<file path="config.mk">
export PLATFORM = sky130hd
export DESIGN_NAME = alu_ctrl_seq
export DESIGN_NICKNAME = d
export VERILOG_FILES = /design/src/rtl/alu_ctrl_pkg.sv /design/src/rtl/alu_funct_decode.sv /design/src/rtl/alu_ctrl_seq.sv
export SDC_FILE = /design/constraint.sdc
export NUM_CORES = 1
export LEC_CHECK = 0
export CAP_MARGIN = 20
export CELL_PAD_IN_SITES_DETAIL_PLACEMENT = 1
export CELL_PAD_IN_SITES_GLOBAL_PLACEMENT = 1
export CORE_AREA = 2 2 50 52
export DETAILED_ROUTE_END_ITERATION = 16
export DIE_AREA = 0 0 52 54
export PLACE_DENSITY = 0.83
export SETUP_SLACK_MARGIN = 0.02
export SKIP_CTS_REPAIR_TIMING = 1
export SLEW_MARGIN = 10
export SYNTH_ARGS = -nofsm -noshare
export SYNTH_HDL_FRONTEND = slang
export SYNTH_SLANG_ARGS = --single-unit
</file>
<file path="constraint.sdc">
create_clock -name clk -period 3.42 [get_ports clk]
set_clock_uncertainty 0.15 [all_clocks]
set_input_delay 0.513 -clock clk [delete_from_list [all_inputs] [get_ports clk]]
set_output_delay 0.513 -clock clk [all_outputs]
set_load 0.01 [all_outputs]
</file>
<file path="src/rtl/alu_ctrl_pkg.sv">
// Shared encodings for the ALU control sequencer: ALUOp values, ALU control codes, FSM state.
package alu_ctrl_pkg;

  localparam logic [1:0] ALUOP_R   = 2'b00;
  localparam logic [1:0] ALUOP_BR  = 2'b01;
  localparam logic [1:0] ALUOP_MEM = 2'b10;

  localparam logic [3:0] CTRL_MUL  = 4'b0001;
  localparam logic [3:0] CTRL_DIV  = 4'b0010;
  localparam logic [3:0] CTRL_LWSW = 4'b0011;
  localparam logic [3:0] CTRL_BR   = 4'b0100;
  localparam logic [3:0] CTRL_C8   = 4'b1000;
  localparam logic [3:0] CTRL_C9   = 4'b1001;
  localparam logic [3:0] CTRL_CA   = 4'b1010;
  localparam logic [3:0] CTRL_CB   = 4'b1011;
  localparam logic [3:0] CTRL_CC   = 4'b1100;
  localparam logic [3:0] CTRL_CD   = 4'b1101;
  localparam logic [3:0] CTRL_CE   = 4'b1110;
  localparam logic [3:0] CTRL_CF   = 4'b1111;

  typedef enum logic {IDLE, EXEC} state_t;

  // R-type funct values that pass straight through as control codes
  function automatic logic is_r_code(input logic [3:0] f);
    case (f)
      CTRL_MUL, CTRL_DIV, CTRL_C8, CTRL_C9, CTRL_CA, CTRL_CB,
      CTRL_CC, CTRL_CD, CTRL_CE, CTRL_CF: is_r_code = 1'b1;
      default:                            is_r_code = 1'b0;
    endcase
  endfunction

endpackage

</file>
<file path="src/rtl/alu_funct_decode.sv">
// Combinational decode of {alu_op, funct}: legality, control code and execute length.
module alu_funct_decode
  import alu_ctrl_pkg::*;
#(
  parameter int FUNCT_W = 4,
  parameter int CTRL_W  = 4,
  parameter int MUL_CYC = 4,
  parameter int DIV_CYC = 16,
  parameter int CNT_W   = 5
) (
  input  logic [1:0]         alu_op,
  input  logic [FUNCT_W-1:0] funct,
  output logic               legal,
  output logic [CTRL_W-1:0]  code,
  output logic [CNT_W-1:0]   len_m1,
  output logic               multi
);

  logic [3:0] code4;
  logic       hi_zero;

  // wide funct fields are only legal when everything above the low nibble is zero
  assign hi_zero = ((funct >> 4) == '0);
  assign code    = CTRL_W'(code4);

  always_comb begin
    legal  = 1'b0;
    code4  = 4'b0000;
    len_m1 = '0;
    multi  = 1'b0;
    case (alu_op)
      ALUOP_MEM: begin
        legal = 1'b1;
        code4 = CTRL_LWSW;
      end
      ALUOP_BR: begin
        legal = 1'b1;
        code4 = CTRL_BR;
      end
      ALUOP_R: begin
        if (hi_zero && is_r_code(funct[3:0])) begin
          legal = 1'b1;
          code4 = funct[3:0];
          if (funct[3:0] == CTRL_MUL) begin
            len_m1 = CNT_W'(MUL_CYC - 1);
            multi  = (MUL_CYC > 1);
          end else if (funct[3:0] == CTRL_DIV) begin
            len_m1 = CNT_W'(DIV_CYC - 1);
            multi  = (DIV_CYC > 1);
          end
        end
      end
      default: ;
    endcase
  end

endmodule

</file>
<file path="src/rtl/alu_ctrl_seq.sv">
// ALU control sequencer: accepts decode requests, holds the control code for the op's
// execute length and signals completion, rejection or flush.
//   state | meaning
//   IDLE  | waiting for a request; in_ready high unless flushing
//   EXEC  | control code valid, counter running down to the last execute cycle
module alu_ctrl_seq
  import alu_ctrl_pkg::*;
#(
  parameter int FUNCT_W = 4,
  parameter int CTRL_W  = 4,
  parameter int MUL_CYC = 4,
  parameter int DIV_CYC = 16,
  parameter int CNT_W   = 5
) (
  input  logic               clk,
  input  logic               rst,
  input  logic               flush,
  input  logic               in_valid,
  output logic               in_ready,
  input  logic [1:0]         alu_op,
  input  logic [FUNCT_W-1:0] funct,
  output logic [CTRL_W-1:0]  alu_ctrl,
  output logic               ctrl_valid,
  output logic               alu_busy,
  output logic               op_done,
  output logic               illegal
);

  state_t             state;
  logic [CNT_W-1:0]   cnt;
  logic               done_q;
  logic               dec_legal;
  logic [CTRL_W-1:0]  dec_code;
  logic [CNT_W-1:0]   dec_len_m1;
  logic               dec_multi;

  alu_funct_decode #(
    .FUNCT_W (FUNCT_W),
    .CTRL_W  (CTRL_W),
    .MUL_CYC (MUL_CYC),
    .DIV_CYC (DIV_CYC),
    .CNT_W   (CNT_W)
  ) u_dec (
    .alu_op (alu_op),
    .funct  (funct),
    .legal  (dec_legal),
    .code   (dec_code),
    .len_m1 (dec_len_m1),
    .multi  (dec_multi)
  );

  assign in_ready = rst && (state == IDLE) && !flush;
  // a flush landing on the last execute cycle kills the completion pulse immediately
  assign op_done  = done_q && !flush;

  always_ff @(posedge clk or negedge rst) begin
    if (!rst) begin
      state      <= IDLE;
      cnt        <= '0;
      alu_ctrl   <= '0;
      ctrl_valid <= 1'b0;
      alu_busy   <= 1'b0;
      done_q     <= 1'b0;
      illegal    <= 1'b0;
    end else begin
      illegal <= 1'b0;
      case (state)
        IDLE: begin
          ctrl_valid <= 1'b0;
          alu_busy   <= 1'b0;
          done_q     <= 1'b0;
          if (in_valid && !flush) begin
            if (dec_legal) begin
              state      <= EXEC;
              alu_ctrl   <= dec_code;
              cnt        <= dec_len_m1;
              ctrl_valid <= 1'b1;
              alu_busy   <= dec_multi;
              done_q     <= (dec_len_m1 == '0);
            end else begin
              illegal  <= 1'b1;
              alu_ctrl <= '0;
            end
          end
        end
        EXEC: begin
          if (flush || cnt == '0) begin
            state      <= IDLE;
            cnt        <= '0;
            ctrl_valid <= 1'b0;
            alu_busy   <= 1'b0;
            done_q     <= 1'b0;
          end else begin
            cnt    <= cnt - 1'b1;
            done_q <= (cnt == CNT_W'(1));
          end
        end
        default: state <= IDLE;
      endcase
    end
  end

endmodule

</file>
==> impl_metrics.json <==
{
  "die_w_um": 52,
  "grt.total_usage_pct": 18.3,
  "report.final.slew_viol_count": 0,
  "period_share_pct": 73.3,
  "met3_length_um": 110,
  "maxCapViolCount": 0,
  "hpwl_mm": 1.73,
  "rr_worst_depth": 4,
  "syn_nets": 106,
  "layout_common_cells": "clkdlybuf4s50_1 (18), dfrtp_1 (14), inv_1 (9)",
  "p_per_area_nw_per_um2": 384,
  "fmax_ghz": 0.399,
  "htreeDepth": 1,
  "worstSetupPathType": "primary input to primary output",
  "finalCriticalPeriod_ns": 2.51,
  "cts.path.max_buffers": 2,
  "grt-ovfl-total": 0,
  "critPathLaunchType": "primary input",
  "grt_pass1_vias": 794,
  "path_clk_slew_ns": 0.07,
  "antenna_found_initial": 0,
  "synth_area_leaders": "dfrtp_1 (41%), ha_1 (10%), inv_1 (3.9%)",
  "power_uw": 424,
  "p_leak_uw": 0.000490,
  "hold_viol": 0,
  "n_antenna_cell": 0,
  "hold_path.class": "flip-flop to flip-flop",
  "rows": 18,
  "via_per_inst": 5.49,
  "wl_met1_um": 992,
  "yosysTopAreaCell": "dfrtp_1",
  "worstMarginPinSlew_ns": 0.523,
  "gp_congestion": 0.791,
  "timing.rr.end": "alu_ctrl[0]",
  "grt_pass1_wl_mm": 3.68,
  "port_buffers": 18,
  "die_area_um2": 2810,
  "area_growth_pct": 28.8,
  "synth_edf_count": 0,
  "cts_made_buffers": 3,
  "worstPathRequired_ns": 2.76,
  "synth_top_area_share_pct": 40.9,
  "start_util_pct": 36.9,
  "r2r_slack_ns": 1.47,
  "hold_end": "alu_ctrl[1]",
  "drtPass1Iterations": 4,
  "nFillCells": 282,
  "rr_startpoint": "state",
  "end_kind": "primary output",
  "vias": 768,
  "setup_tns_ns": 0,
  "cts-root-buf": "clkbuf_4",
  "dr_wl_met2_mm": 1.11,
  "arrival_ns": 1.84,
  "dp_slack_ns": 0.576,
  "finalNetCount": 129,
  "die_y_um": 54,
  "holdWs_ns": 0.339,
  "insertion_delay_ns": 0.27,
  "status": "complete, no violations",
  "maxSlewHeadroom_pct": 64.7,
  "highest_layer": "met4",
  "synthFlopType": "dfrtp_1",
  "core_um2": 2320,
  "synth.distinct_cells": 35,
  "cts_tree": "yes",
  "drtAntennaViolNets": 0,
  "first_iter_violations": 2,
  "drc_errors": 0,
  "top_level_ports": 19,
  "setup_slack_ns": 0.913,
  "ys_seq_area_share_pct": 40.9,
  "synthCells": 89,
  "hold_depth": 2,
  "routed_wl_mm": 2.25,
  "hold_start": "alu_ctrl[1]",
  "netlist_area_um2": 857,
  "drive_above_1_share_pct": 9.09,
  "grt_max_degree": 15,
  "clock_sink_count": 14,
  "synthArstFlopShare_pct": 100,
  "grt_setup_unrepaired": "no",
  "post_drt_wl_per_cell_um": 16.1,
  "final_common_cell": "clkdlybuf4s50_1",
  "finalSetupViolCount": 0,
  "ys_warn_count": 0,
  "ir_drop_v": 0.000268,
  "ys_ff_latch": 14,
  "path_max_fanout": 6,
  "avgSynthCellArea_um2": 9.63
}
state kept, by name (all words and copies together), names as in the netlist:
name and flops:
cnt 5, alu_ctrl 4, alu_busy 1, ctrl_valid 1, done_q 1, illegal 1, state 1
final cells by class:
type                       count  area (um^2)  share of cell area (%)
timing repair buffer          20          195                    17.7
clock buffer                   3         22.5                    2.04
multi-input combinational     64          464                    42.1
sequential                    14          350                    31.7
inverter                       9         33.8                    3.06
tap                           30         37.5                    3.40
logic make-up (layout without fill, tap and decap cells):
group                    count (synthesis)  count (layout)  share of synthesized area, %
AO/OA/AOI/OAI                           28              28                          23.6
multiplexers                             1               1                          1.31
AND/OR/NAND/NOR                         27              27                          18.0
adder cells (fa/ha/maj)                  7               7                          10.2
flip-flops                              14              14                          40.9
buffers and inverters                   11              32                          4.96
XOR/XNOR                                 1               1                          1.02
layer usage:
metal | track usage [%] | vias to the layer above
li1 | - | 363
met1 | 22.0 | 380
met2 | 30.6 | 20
met3 | 4.44 | 5
met4 | 9.21 | 0
met5 | 0 | -
through the flow:
step / util [%] / instance area, um^2 / std cells
after floorplan: - / 857 / 89
after global placement: 46.6 / 1080 / 137
after detailed placement: 46.6 / 1080 / 137
after CTS: 47.6 / 1100 / 140
after global routing: 47.6 / 1100 / 140
final: 47.6 / 1100 / 140
how the worst max path moves through the flow:
| stage | start | end | slack (ns) | depth (start not counted) |
|---|---|---|---|---|
| after floorplan | alu_op[0] | cnt[0] | 1.33 | 6 |
| after global placement | alu_op[1] | alu_busy | 0.78 | 6 |
| after detailed placement | funct[0] | alu_busy | 0.58 | 6 |
| after CTS | funct[0] | alu_busy | 0.88 | 6 |
| after global routing | alu_op[1] | alu_busy | 0.78 | 6 |
| final | flush | in_ready | 0.91 | 3 |
report_power, final:
part	internal, uW	switching [uW]
logic	63.5	71.8
registers	183	15.0
clock network	40.8	49.4
synthesized netlist by cell type (all sizes together) (2+ instances only):
cell	count
ha	7
a21o	2
inv	9
a21oi	5
o22ai	3
nor4bb	2
dfrtp	14
nor2	5
a31oi	4
o21ai	8
nand2	7
nand2b	2
worst max-delay path: stages:
cell and delay (ns):
clkdlybuf4s50_1 0.51, nor3b_1 0.24, clkdlybuf4s50_1 0.58
(Power assumes the default switching activity.)
